### config.mk
export PLATFORM = sky130hd
export DESIGN_NAME = fic2_apb_timer_slave
export DESIGN_NICKNAME = d
export VERILOG_FILES = /design/src/rtl/fic2_apb_timer_slave.sv
export SDC_FILE = /design/constraint.sdc
export NUM_CORES = 1
export LEC_CHECK = 0
export CORE_UTILIZATION = 57
export DETAILED_ROUTE_END_ITERATION = 8
export GPL_TIMING_DRIVEN = 0
export PLACE_DENSITY = 0.85
export SYNTH_ARGS = -nofsm -noshare
export SYNTH_HDL_FRONTEND = slang
export SYNTH_SLANG_ARGS = --single-unit
### constraint.sdc
create_clock -name PCLK -period 2.8 [get_ports PCLK]
set_clock_uncertainty 0.05 [all_clocks]
set_input_delay 0.56 -clock PCLK [delete_from_list [all_inputs] [get_ports PCLK]]
set_output_delay 0.56 -clock PCLK [all_outputs]
set_load 0.01 [all_outputs]
### src/rtl/fic2_apb_timer_slave.sv
// APB3 completer for FIC_2_APB_M: ID/CTRL/STATUS/LOAD/COUNT/SCRATCH registers plus a prescaled 32-bit down-counter timer.
// Build option: define FIC2_APB_PSLVERR_EN to answer unmapped offsets with PSLVERR=1.
module fic2_apb_timer_slave #(
  parameter int          ADDR_W      = 8,
  parameter int          WAIT_STATES = 1,
  parameter logic [31:0] ID_VALUE    = 32'hF2A0_0001
) (
  input  logic              PCLK,
  input  logic              PRESET_N,
  input  logic              PSEL,
  input  logic              PENABLE,
  input  logic              PWRITE,
  input  logic [ADDR_W-1:0] PADDR,
  input  logic [31:0]       PWDATA,
  output logic [31:0]       PRDATA,
  output logic              PREADY,
  output logic              PSLVERR,
  output logic              TIMER_IRQ
);

  localparam int         OFF_W = ADDR_W - 2;
  localparam logic [3:0] WS    = 4'(WAIT_STATES);

  typedef enum logic [1:0] {ST_IDLE, ST_WAIT, ST_ACCESS} state_t;

  state_t           state;
  logic [3:0]       wcnt;
  logic             go_access;
  logic [OFF_W-1:0] off;
  logic [31:0]      rd_data;

  logic        ctrl_en, irq_en, exp;
  logic [7:0]  prescale, psc;
  logic [31:0] load, count, scratch;
  logic        wr, wr_ctrl, wr_status, wr_load, wr_scratch;
  logic        en_rise, tick, expire;

  // Byte-lane bits of PADDR carry no meaning for word registers.
  logic unused_addr_lsb;
  assign unused_addr_lsb = ^PADDR[1:0];

  assign off = PADDR[ADDR_W-1:2];

  // PREADY is registered, so the decision to complete is taken one cycle early.
  always_comb begin
    go_access = 1'b0;
    case (state)
      ST_IDLE: go_access = PSEL && !PENABLE && (WAIT_STATES == 0);
      ST_WAIT: go_access = PSEL && PENABLE && (wcnt == WS - 4'd1);
      default: go_access = 1'b0;
    endcase
  end

  always_comb begin
    rd_data = '0;
    case (off)
      OFF_W'(0): rd_data = ID_VALUE;
      OFF_W'(1): rd_data = {16'b0, prescale, 6'b0, irq_en, ctrl_en};
      OFF_W'(2): rd_data = {31'b0, exp};
      OFF_W'(3): rd_data = load;
      OFF_W'(4): rd_data = count;
      OFF_W'(5): rd_data = scratch;
      default:   rd_data = '0;
    endcase
  end

  always_ff @(posedge PCLK or negedge PRESET_N) begin
    if (!PRESET_N) begin
      state  <= ST_IDLE;
      wcnt   <= '0;
      PREADY <= 1'b0;
      PRDATA <= '0;
    end else begin
      PREADY <= go_access;
      PRDATA <= (go_access && !PWRITE) ? rd_data : '0;
      case (state)
        ST_IDLE: begin
          if (PSEL && !PENABLE) begin
            wcnt  <= '0;
            state <= (WAIT_STATES == 0) ? ST_ACCESS : ST_WAIT;
          end
        end
        ST_WAIT: begin
          if (!PSEL)
            state <= ST_IDLE;
          else if (go_access)
            state <= ST_ACCESS;
          else if (PENABLE)
            wcnt <= wcnt + 4'd1;
        end
        ST_ACCESS: state <= ST_IDLE;
        default:   state <= ST_IDLE;
      endcase
    end
  end

  assign wr         = PSEL && PENABLE && PWRITE && PREADY;
  assign wr_ctrl    = wr && (off == OFF_W'(1));
  assign wr_status  = wr && (off == OFF_W'(2));
  assign wr_load    = wr && (off == OFF_W'(3));
  assign wr_scratch = wr && (off == OFF_W'(5));

  assign en_rise = wr_ctrl && PWDATA[0] && !ctrl_en;
  // >= keeps the prescaler from running through 255 if PRESCALE shrinks while enabled.
  assign tick    = ctrl_en && (psc >= prescale);
  assign expire  = tick && (count == 32'd0);

  always_ff @(posedge PCLK or negedge PRESET_N) begin
    if (!PRESET_N) begin
      ctrl_en  <= 1'b0;
      irq_en   <= 1'b0;
      prescale <= '0;
      load     <= '0;
      scratch  <= '0;
      count    <= '0;
      psc      <= '0;
      exp      <= 1'b0;
    end else begin
      if (wr_ctrl) begin
        ctrl_en  <= PWDATA[0];
        irq_en   <= PWDATA[1];
        prescale <= PWDATA[15:8];
      end
      if (wr_load)    load    <= PWDATA;
      if (wr_scratch) scratch <= PWDATA;
      if (en_rise) begin
        count <= load;
        psc   <= '0;
      end else if (tick) begin
        psc   <= '0;
        count <= (count == 32'd0) ? load : count - 32'd1;
      end else if (ctrl_en) begin
        psc <= psc + 8'd1;
      end
      // A same-cycle expiry beats the write-one-to-clear.
      exp <= expire || (exp && !(wr_status && PWDATA[0]));
    end
  end

  assign TIMER_IRQ = exp && irq_en;

`ifdef FIC2_APB_PSLVERR_EN
  logic pslverr_q;
  always_ff @(posedge PCLK or negedge PRESET_N) begin
    if (!PRESET_N) pslverr_q <= 1'b0;
    else           pslverr_q <= go_access && (off > OFF_W'(5));
  end
  assign PSLVERR = pslverr_q;
`else
  assign PSLVERR = 1'b0;
`endif

endmodule
==> results of run 1 <==
-- synth_stat cells, types with 2 or more instances --
library cell,count,area [um2]
buf_1,6,22.52
and4_1,3,26.28
nand2_1,54,202.7
inv_1,23,86.33
nand3_1,22,110.1
buf_6,4,45.04
a31oi_1,7,43.79
a41oi_1,2,17.52
a21oi_1,70,350.3
buf_2,6,30.03
nand4_1,12,75.07
o21a_1,2,15.01
ha_1,13,162.7
o21ai_0,57,285.3
clkbuf_1,29,108.9
and2_1,4,25.02
mux2_2,79,889.6
nor4_1,7,43.79
o21ai_1,2,10.01
o32ai_1,2,17.52
and3_1,5,31.28
dfrtp_1,154,3854
mux2i_1,4,40.04
nand2b_1,12,75.07
a2bb2oi_1,2,17.52
nor2_1,39,146.4
or3_1,6,37.54
o31ai_1,6,45.04
nor3_1,11,55.05
or4_1,8,60.06
o22ai_1,6,37.54
nor2b_1,4,25.02
a22oi_1,42,315.3
mux2_1,2,22.52
-- layout by cell type (no fill, tap or decap), types with 10 or more instances in the layout --
cell / netlist / routed
o21ai_0: 57 / 46
nand3_1: 22 / 20
buf_4: 1 / 20
clkdlybuf4s50_1: 0 / 75
nand2b_1: 12 / 12
o21ai_1: 2 / 12
a22oi_1: 42 / 42
mux2_2: 79 / 79
nor2_1: 39 / 39
clkbuf_1: 29 / 17
inv_1: 23 / 23
dfrtp_1: 154 / 153
clkbuf_16: 0 / 20
nand4_1: 12 / 12
clkbuf_2: 0 / 13
nor3_1: 11 / 10
ha_1: 13 / 13
a21oi_1: 70 / 57
nand2_1: 54 / 48
a21oi_2: 0 / 13
-- cells by family after synthesis --
group                    Yosys count  share of synthesized area [%]
adder cells (fa/ha/maj)           13                          2.163
XOR/XNOR                           2                         0.2329
AO/OA/AOI/OAI                    206                          16.40
multiplexers                      85                          12.66
flip-flops                       154                          51.24
buffers and inverters             69                          3.993
other                              1                        0.04986
AND/OR/NAND/NOR                  196                          13.26
-- worst max-delay path: stages, from the launching register on --
cell and delay, ps:
dfrtp_1 390, or4_4 540, buf_6 130, or4_4 520, o32a_1 380, buf_6 150, buf_12 150, buf_8 140
a21oi_2 130, a2bb2oi_1 220
-- layout make-up --
class / count / share of cell area [%]
Buffer: 44 / 2.858
Clock buffer: 20 / 4.638
Clock inverter: 11 / 1.780
Inverter: 23 / 0.8965
Multi-Input combinational cell: 503 / 37.18
Sequential cell: 154 / 40.03
Tap cell: 172 / 2.235
Timing Repair Buffer: 97 / 10.38
-- power groups by stage --
stage          registers, mW  logic [mW]  clock network (mW)
6_report                2.29       0.328                2.43
5_1_grt                 2.29       0.364                2.54
4_1_cts                 2.29       0.319                2.43
3_5_place_dp            2.33       0.309                   0
3_3_place_gp            2.32       0.285                   0
2_1_floorplan           2.32       0.140                   0
-- final timing paths --
kind / from / slack [ps] / endpoint / cells after the start
max reg2reg: count[26] / -90 / count[21] / 9
max: count[26] / -90 / count[21] / 9
min reg2reg: scratch[7] / 460 / scratch[7] / 1
min: PRESET_N / 50 / scratch[29] / 1
max in group asynchronous: PRESET_N / 1800 / scratch[12] / 2
min in group PCLK: scratch[7] / 460 / scratch[7] / 1
-- stage by stage --
stage	worst slack, ps	hold slack, ps
finish	-94.97	54.87
global placement	-4843	434.1
detailed placement	-1150	443.5
floorplan	176.9	214.4
global route	-139.7	92.50
CTS	1.405	84.85
-- per-layer routing --
| layer | part of all wire (%) | GRT usage, % |
|---|---|---|
| met4 | 2.8 | 15.86 |
| met2 | 51 | 57.63 |
| met1 | 38 | 40.79 |
| met3 | 8.0 | 7.981 |
| met5 | 0 | 0 |
-- state kept, by name, indices dropped and copies added (netlist names), 2 cells and up --
register,count
scratch,32
wcnt,4
state,2
prescale,8
PRDATA,32
psc,8
load,32
count,32
-- repair_timing --
action | 4_1_cts | 5_1_grt
pin swaps | 0 | 18
gates cloned | 0 | 3
gates resized for setup | 23 | 80
buffers inserted | 1 | 16
hold endpoints to repair | 0 | 0
hold buffers | 0 | 0
endpoints found under the setup margin | 127 | 112
==> impl_results.md, run 1 <==
- Placement Cell Area: 0.008526 mm2
- Count of cell types in the netlist: 55
- Startpoint types: flop
- Clock Latency Late Sink: 440 ps
- Sw Pwr: 1.154 mW
- Crit. End Element: flop
- VDD IR max: 0.3894 mV
- Ant. Diodes: 0
- FMAX: 0.3454 GHz
- H-tree Lvls: 4
- Final core occ: 75.70%
- Crit path DAT: 3190 ps
- Max Root-Sink Buffers: 2
- Drt pass-1 iters: 6
- Setup TNS: -106.2 ps
- Total power draw: 5.050 mW
- Ys Warns: 0
- Largest net degree at the start of global routing: 93
- Clock power share: 48.2%
- Mean Syn Cell Area: 10.36 um2
- DP Wirelength: 14730 um
- Register area: 0.003855 mm2
- Clock tree root driver cell: clkbuf_16
- Dpl cells: 975
- Max Slew Vio Count: 0
- Async set or reset register ratio after synthesis: 100.0%
- Top-Level Pins: 80
- Relative slew margins: 53.07%
- Failing checks: setup timing
- Main synth FF type: dfrtp_1
- Critical path peak fanout: 7
- Post-Layout Inst Area: 0.009630 mm2
- PD cells: 524.4 mW/mm2
- Post-synth EDFFs: 0
- Initial antenna violation count: 0
- Tcrit/Tclk final: 103.4%
- Die X-Extent: 116.9 um
- Area growth syn-to-layout: 28.05%
- Hold Violations, Final: 0
- RSZ-0062 raised after global routing: true
- Fin crit period: 2895 ps
- Reg clk slew, reported paths: 60 ps
- Die Ht: 116.9 um
- Via count: 6641
- Core Region: 0.01272 mm2
- Status: complete, but fails checks
- Fillers: 898
- Worst Hold Class: primary input to asynchronous set/reset pin
- Internal cell power: 3.896 mW
- Yosys reg bits: 154
- Global router's overall resource usage: 33.83%
- Critical Path RT: 3090 ps
- Final Net Count: 898
- Share of layout cells above drive strength 1: 23.59%
- First-pass GRT wire length: 34290 um
- GRT overflow: 0
- Min setup slack post-route: -94.97 ps
- WL per Instance: 21.74 um
- Die area: 0.01366 mm2
- Rows: 41
- Combinational group share of total power: 6.5%
- Worst slew pin tran: 697.5 ps
- Port bufs: 76
- Avg Vias per Cell: 6.485
- Setup violators final: 5
- Final wirelength: 22260 um
- DRC errors left: 0
- Multi-input gate area: 0.003581 mm2
- Vias in the first global route: 6575
- DRT antenna net count: 0
- Initial Util: 59.12%
- Setup Crit Path Kind: flop to flop
- Leakage: 4.343 nW
- Finished Layout Cells: 1024
- Net Sw Frac: 22.85%
- Synthesized Nets: 784
- Synth Cell Area: 0.007521 mm2
- Seq/Total Area, Yosys: 51.24%
- # clock sinks: 154
- Initial DRC count: 692
- CTS tree: yes
- Final GP Congestion: 0.9256
- Mapped Cells: 726
- Sequential share of power: 45.3%
- Num CTS Buffers: 17
- # Max-Cap Violations: 0
(Power assumes the default switching activity.)
==> run 2, diff against run 1 <==
--- a/config.mk
+++ b/config.mk
@@ -12,3 +12,4 @@
 export SYNTH_ARGS = -nofsm -noshare
 export SYNTH_HDL_FRONTEND = slang
 export SYNTH_SLANG_ARGS = --single-unit
+export TNS_END_PERCENT = 1
==> run 2 against run 1 <==
The run still ends with setup timing left. Combinational power down 2%. Maximum frequency rose by 2.5%. Die area unchanged. Design area down 3.4%. Critical endpoint is now count[25].
==> impl_results.md, run 2 (synthesis results as in run 1) <==
- Status: complete, but fails checks (unchanged)
- Failing checks: setup timing (unchanged)
- Fin crit period: 2825 ps (was 2895 ps)
- PD cells: 541.5 mW/mm2 (was 524.4 mW/mm2)
- Worst slew pin tran: 691.3 ps (was 697.5 ps)
- Area growth syn-to-layout: 23.67% (was 28.05%)
- Vias in the first global route: 6581 (was 6575)
- Ant. Diodes: 0 (unchanged)
- Post-Layout Inst Area: 0.009301 mm2 (was 0.009630 mm2)
- Max Root-Sink Buffers: 2 (unchanged)
- Most frequent cells in the layout: dfrtp_1, mux2_2, clkdlybuf4s50_1, a21oi_1, nand2_1 (unchanged)
- Crit path DAT: 3090 ps (was 3190 ps)
- Levels on crit path: 7 (was 9)
- Crit-path cells: clkdlybuf4s50_1, nor4_4, nand4_1, nand2b_1, nand2_1, o21a_1, a311o_1 (was or4_4, buf_6, or4_4, o32a_1, buf_6, buf_12, buf_8, a21oi_2, a2bb2oi_1)
- Min setup slack post-route: -24.95 ps (was -94.97 ps)
- Top-Level Pins: 80 (unchanged)
- Leakage: 4.194 nW (was 4.343 nW)
- Setup violators final: 2 (was 5)
- First-pass GRT wire length: 34240 um (was 34290 um)
- Global router's overall resource usage: 33.79% (was 33.83%)
- Worst flop-to-flop path startpoint: count[26] (unchanged)
- Final GP Congestion: 0.9256 (unchanged)
- Worst Path Buf+Inv: 1 (was 4)
- RSZ-0062 raised after global routing: true (unchanged)
- Hold Violations, Final: 0 (unchanged)
- Initial Util: 59.12% (unchanged)
- Worst Reg-to-Reg Cells: 9 (unchanged)
- Port bufs: 76 (unchanged)
- Die Ht: 116.9 um (unchanged)
- Via count: 6452 (was 6641)
- Crit-path leading delay family: simple AND/OR/NAND/NOR gates (unchanged)
- Critical path peak fanout: 10 (was 7)
- Clock tree root driver cell: clkbuf_16 (unchanged)
- Avg Vias per Cell: 6.420 (was 6.485)
- Final Net Count: 879 (was 898)
- Max Slew Vio Count: 0 (unchanged)
- Die area: 0.01366 mm2 (unchanged)
- Num CTS Buffers: 17 (unchanged)
- WL per Instance: 21.16 um (was 21.74 um)
- Reg clk slew, reported paths: 60 ps (about the same)
- Core Region: 0.01272 mm2 (unchanged)
- CTS tree: yes (unchanged)
- Initial antenna violation count: 0 (unchanged)
- Most common cell after layout, fill and taps aside: dfrtp_1 (unchanged)
- Total power draw: 5.037 mW (was 5.050 mW)
- # Max-Cap Violations: 0 (unchanged)
- FF-to-FF setup slack: -10 ps (was -90 ps)
- Largest net degree at the start of global routing: 93 (unchanged)
- Clock Latency Late Sink: 430 ps (was 440 ps)
- FMAX: 0.3540 GHz (was 0.3454 GHz)
- Slowest CP cell: clkdlybuf4s50_1 (was or4_4)
- Crit. End Element: flop (unchanged)
- Final wirelength: 21270 um (was 22260 um)
- Worst path max stage delay: 480 ps (was 540 ps)
- Postcts setup bufs: 0 (was 1)
- Setup Crit Path Kind: primary input to flop (was flop to flop)
- Die X-Extent: 116.9 um (unchanged)
- Critical Path RT: 3060 ps (was 3090 ps)
- Placement Cell Area: 0.008526 mm2 (unchanged)
- Initial DRC count: 646 (was 692)
- DP Worst Slack: -1150 ps (unchanged)
- H-tree Lvls: 4 (unchanged)
- DP Wirelength: 14730 um (unchanged)
- Hold slack: 57.76 ps (was 54.87 ps)
- Rows: 41 (unchanged)
- GRT overflow: 0 (unchanged)
- Tcrit/Tclk final: 100.9% (was 103.4%)
- Share of layout cells above drive strength 1: 18.61% (was 23.59%)
- Startpoint types: primary input (was flop)
- Relative slew margins: 53.91% (was 53.07%)
- DRT antenna net count: 0 (unchanged)
- VDD IR max: 0.3961 mV (was 0.3894 mV)
- # clock sinks: 154 (unchanged)
- Hold Buf Count CTS: 0 (unchanged)
- DRC errors left: 0 (unchanged)
- Worst Hold Class: primary input to asynchronous set/reset pin (unchanged)
- Drt pass-1 iters: 8 (was 6)
- Worst reg2reg path endpoint: count[31] (was count[21])
==> run 2: cell count changes in the layout (fill, tap and decap cells not counted), sizes merged <==
cell / delta
clkbuf: -3
buf: -16
==> run 2: final cells by class <==
class | count | area (um2)
fill | 940 | 3421
clock buffer | 20 | 446.7
sequential | 154 | 3856
inverter | 23 | 86.33
clock inverter | 11 | 171.4
multi-input combinational | 503 | 3453
buffer | 45 | 282.8
timing repair buffer | 77 | 789.5
tap | 172 | 215.2
==> run 2: layer usage <==
metal | vias to the layer above | track usage [%] | wire (um) | part of all wire, %
met3 | 60 | 7.981 | 1580 | 7.4
met5 | - | 0 | 0 | 0
met4 | 0 | 15.44 | 765 | 3.6
met2 | 293 | 57.63 | 10630 | 50
li1 | 2846 | - | - | -
met1 | 3253 | 40.82 | 8297 | 39
==> run 2: report_power, final <==
part | switching [mW] | internal [mW] | leakage (nW) | total, mW
clock network | 0.917 | 1.51 | 0.296 | 2.43
logic | 0.193 | 0.129 | 1.84 | 0.323
registers | 0.0323 | 2.26 | 2.06 | 2.29
total | 1.14 | 3.89 | 4.19 | 5.04
==> run 2: per-stage QoR <==
| step | util [%] | TNS [ps] | cells |
|---|---|---|---|
| CTS | 72.44 | -1.131 | 1005 |
| global placement | 66.79 | -829030 | 974 |
| finish | 73.11 | -30.38 | 1005 |
| detailed placement | 67.01 | -90900 | 975 |
| floorplan | - | 0 | 726 |
| global route | 73.11 | -1073 | 1005 |
==> run 2: worst max path at each step <==
stage / startpoint / end / slack [ps]
2_1_floorplan: PADDR[4] / load[12] / 180
3_3_place_gp: PRESET_N / PRDATA[12] / -4840
3_5_place_dp: PADDR[4] / count[6] / -1150
4_1_cts: count[26] / count[6] / -0.7
5_1_grt: PADDR[4] / count[25] / -100
6_report: PADDR[4] / count[25] / -20
==> run 2: timing repair <==
| item | in CTS | in global routing |
|---|---|---|
| setup endpoints to repair | 127 | 112 |
| gates cloned | 0 | 0 |
| resized for setup | 25 | 44 |
| pin swaps | 0 | 6 |
==> run 2: worst register-to-register path, delay by kind of cell, from the launching register on <==
| family | cells | cell delay [ps] |
|---|---|---|
| AOI/OAI and AO/OA | 3 | 670 |
| DFF | 1 | 440 |
| and+or+nand+nor | 2 | 980 |
| buffers and inverters | 4 | 580 |
==> run 3, diff against run 2 <==
--- a/config.mk
+++ b/config.mk
@@ -5,10 +5,11 @@
 export SDC_FILE = /design/constraint.sdc
 export NUM_CORES = 1
 export LEC_CHECK = 0
-export CORE_UTILIZATION = 57
+export CORE_MARGIN = 4
+export CORE_UTILIZATION = 45
 export DETAILED_ROUTE_END_ITERATION = 8
 export GPL_TIMING_DRIVEN = 0
-export PLACE_DENSITY = 0.85
+export PLACE_DENSITY = 0.73
 export SYNTH_ARGS = -nofsm -noshare
 export SYNTH_HDL_FRONTEND = slang
 export SYNTH_SLANG_ARGS = --single-unit
==> constraint.sdc (replaced) <==
create_clock -name PCLK -period 2.4 [get_ports PCLK]
set_clock_uncertainty 0.05 [all_clocks]
set_input_delay 0.48 -clock PCLK [delete_from_list [all_inputs] [get_ports PCLK]]
set_output_delay 0.48 -clock PCLK [all_outputs]
set_load 0.01 [all_outputs]
==> run 3 against run 2 <==
The run ends with hold timing, setup timing left. Via count is 2.6% lower. Wire length fell by 2.2%. Cell count increased by 5.7%. Die area is 38% higher. Combinational power is 15% higher. Design area increased by 3.6%. Sequential cell count did not move. Highest routed layer unchanged.
==> impl_results.md, run 3 (synthesis results as in run 1) <==
- Die X-Extent: 137.3 um (was 116.9 um)
- Hold slack: -13.43 ps (was 57.76 ps)
- Leakage: 4.341 nW (was 4.194 nW)
- Crit path to: count[31] (was count[25])
- Failing checks: hold timing, setup timing (was setup timing)
- Max Slew Vio Count: 0 (unchanged)
- Slowest CP cell: or4_4 (was clkdlybuf4s50_1)
- DRC errors left: 0 (unchanged)
- GRT overflow: 0 (unchanged)
- Max Root-Sink Buffers: 2 (unchanged)
- Final wirelength: 20790 um (was 21270 um)
- VDD IR max: 0.5143 mV (was 0.3961 mV)
- FMAX: 0.3684 GHz
- DRT antenna net count: 0 (unchanged)
- RSZ-0062 raised after global routing: true (unchanged)
- PD cells: 627.0 mW/mm2 (was 541.5 mW/mm2)
- Most frequent cells in the layout: dfrtp_1, mux2_2, clkdlybuf4s50_1, a21oi_1, nand2_1 (unchanged)
- Largest net degree at the start of global routing: 90 (was 93)
- Worst Hold Class: primary input to asynchronous set/reset pin (unchanged)
- Startpoint types: flop (was primary input)
- Relative slew margins: 54.26% (was 53.91%)
- Core Region: 0.01647 mm2 (was 0.01272 mm2)
- Min setup slack post-route: -314.3 ps (was -24.95 ps)
- Final GP Congestion: 0.9508 (was 0.9256)
- Clock Latency Late Sink: 430 ps (about the same)
- # Max-Cap Violations: 0 (unchanged)
- Drt pass-1 iters: 5 (was 8)
- # clock sinks: 154 (unchanged)
- Critical Path RT: 2700 ps (was 3060 ps)
- Worst reg2reg path endpoint: count[31] (unchanged)
- Fillers: 1392 (was 940)
- Reg clk slew, reported paths: 60 ps (about the same)
- Num CTS Buffers: 17 (unchanged)
- WL per Instance: 19.58 um (was 21.16 um)
- FF-to-FF setup slack: -310 ps (was -10 ps)
- Setup crit start: count[26] (was PADDR[4])
- Die area: 0.01885 mm2 (was 0.01366 mm2)
- Status: complete, but fails checks (unchanged)
- Initial Util: 45.68% (was 59.12%)
- Total power draw: 6.039 mW (was 5.037 mW)
- CTS tree: yes (unchanged)
- Setup violators final: 32 (was 2)
- Ant. Diodes: 0 (unchanged)
- Hold Buf Count CTS: 0 (unchanged)
- Global router's overall resource usage: 22.92% (was 33.79%)
- Vias in the first global route: 6398 (was 6581)
- Critical path peak fanout: 10 (unchanged)
- Via count: 6283 (was 6452)
- Avg Vias per Cell: 5.916 (was 6.420)
- DP Wirelength: 14280 um (was 14730 um)
- Worst Reg-to-Reg Cells: 9 (unchanged)
- Crit. End Element: flop (unchanged)
- Clock tree root driver cell: clkbuf_16 (unchanged)
- Die Ht: 137.3 um (was 116.9 um)
- Worst path max stage delay: 540 ps (was 480 ps)
- First-pass GRT wire length: 33240 um (was 34240 um)
- Tcrit/Tclk final: 113.1%
- Fin crit period: 2714 ps
- Crit-path cells: or4_4, buf_6, or4_4, o32a_1, buf_6, buf_12, buf_12, a21oi_2, a2bb2oi_1 (was clkdlybuf4s50_1, nor4_4, nand4_1, nand2b_1, nand2_1, o21a_1, a311o_1)
- Final Net Count: 888 (was 879)
- Worst slew pin tran: 683.5 ps (was 691.3 ps)
- Rows: 47 (was 41)
- Crit path DAT: 3020 ps (was 3090 ps)
- Initial DRC count: 579 (was 646)
- Final core occ: 58.50% (was 73.11%)
- H-tree Lvls: 4 (unchanged)
- Initial antenna violation count: 0 (unchanged)
- Share of layout cells above drive strength 1: 23.04% (was 18.61%)
- Port bufs: 76 (unchanged)
- Setup Crit Path Kind: flop to flop (was primary input to flop)
- Worst flop-to-flop path startpoint: count[26] (unchanged)
- Hold Violations, Final: 13 (was 0)
- Most common cell after layout, fill and taps aside: dfrtp_1 (unchanged)
- Top-Level Pins: 80 (unchanged)
- Area growth syn-to-layout: 28.07% (was 23.67%)
==> run 3: worst min path at each step <==
| stage | cells after the start | slack (ps) | end | start |
|---|---|---|---|---|
| final | 1 | -10 | PRDATA[29] | PRESET_N |
| after global routing | 1 | 30 | PRDATA[29] | PRESET_N |
| after CTS | 1 | 5 | PRDATA[29] | PRESET_N |
| after detailed placement | 1 | 440 | scratch[7] | scratch[7] |
| after global placement | 1 | 440 | scratch[19] | scratch[19] |
| after floorplan | 0 | 130 | PRDATA[0] | PRESET_N |
==> run 3: layout make-up <==
cell class	instances	area, um2	area share (%)
Sequential cell	154	3860	40.08
Clock buffer	21	470.5	4.884
Inverter	23	86.33	0.8963
Timing Repair Buffer	85	858.3	8.911
Buffer	46	344.1	3.572
Clock inverter	10	187.7	1.949
Multi-Input combinational cell	503	3550	36.85
Tap cell	220	275.3	2.858
==> run 3: metrics by stage <==
step / setup slack, ps / hold slack (ps) / TNS (ps) / cell area [um2] / cells
2_1_floorplan: -143.0 / 134.4 / -3055 / 7532 / 726
3_3_place_gp: -5433 / 435.1 / -953640 / 8568 / 1022
6_report: -314.3 / -13.43 / -7517 / 9632 / 1062
5_1_grt: -365.4 / 33.34 / -10250 / 9632 / 1062
3_5_place_dp: -1167 / 437.5 / -119790 / 8597 / 1023
4_1_cts: -291.6 / 5.392 / -7390 / 9480 / 1060
==> run 3: power breakdown <==
group	internal, mW	total (mW)	switching, mW
combinational	0.150	0.371	0.220
sequential	2.63	2.67	0.0356
clock	1.93	3.00	1.07
==> run 3: what timing repair did <==
action,CTS,global route
setup endpoints to repair,135,104
setup buffers,6,2
pin swaps,2,4
resized for setup,64,53
==> run 3: critical path, delay by kind of cell (launching register included) <==
| kind | cells | cell delay (ps) |
|---|---|---|
| simple gates | 2 | 990 |
| compound gates | 3 | 620 |
| flops | 1 | 390 |
| buf+inv | 4 | 590 |
==> run 3: per-layer routing <==
layer,global-route usage [%],wire [um]
met3,5.625,1423
met5,0,0
met2,38.17,10110
met4,7.317,524
met1,29.49,8734
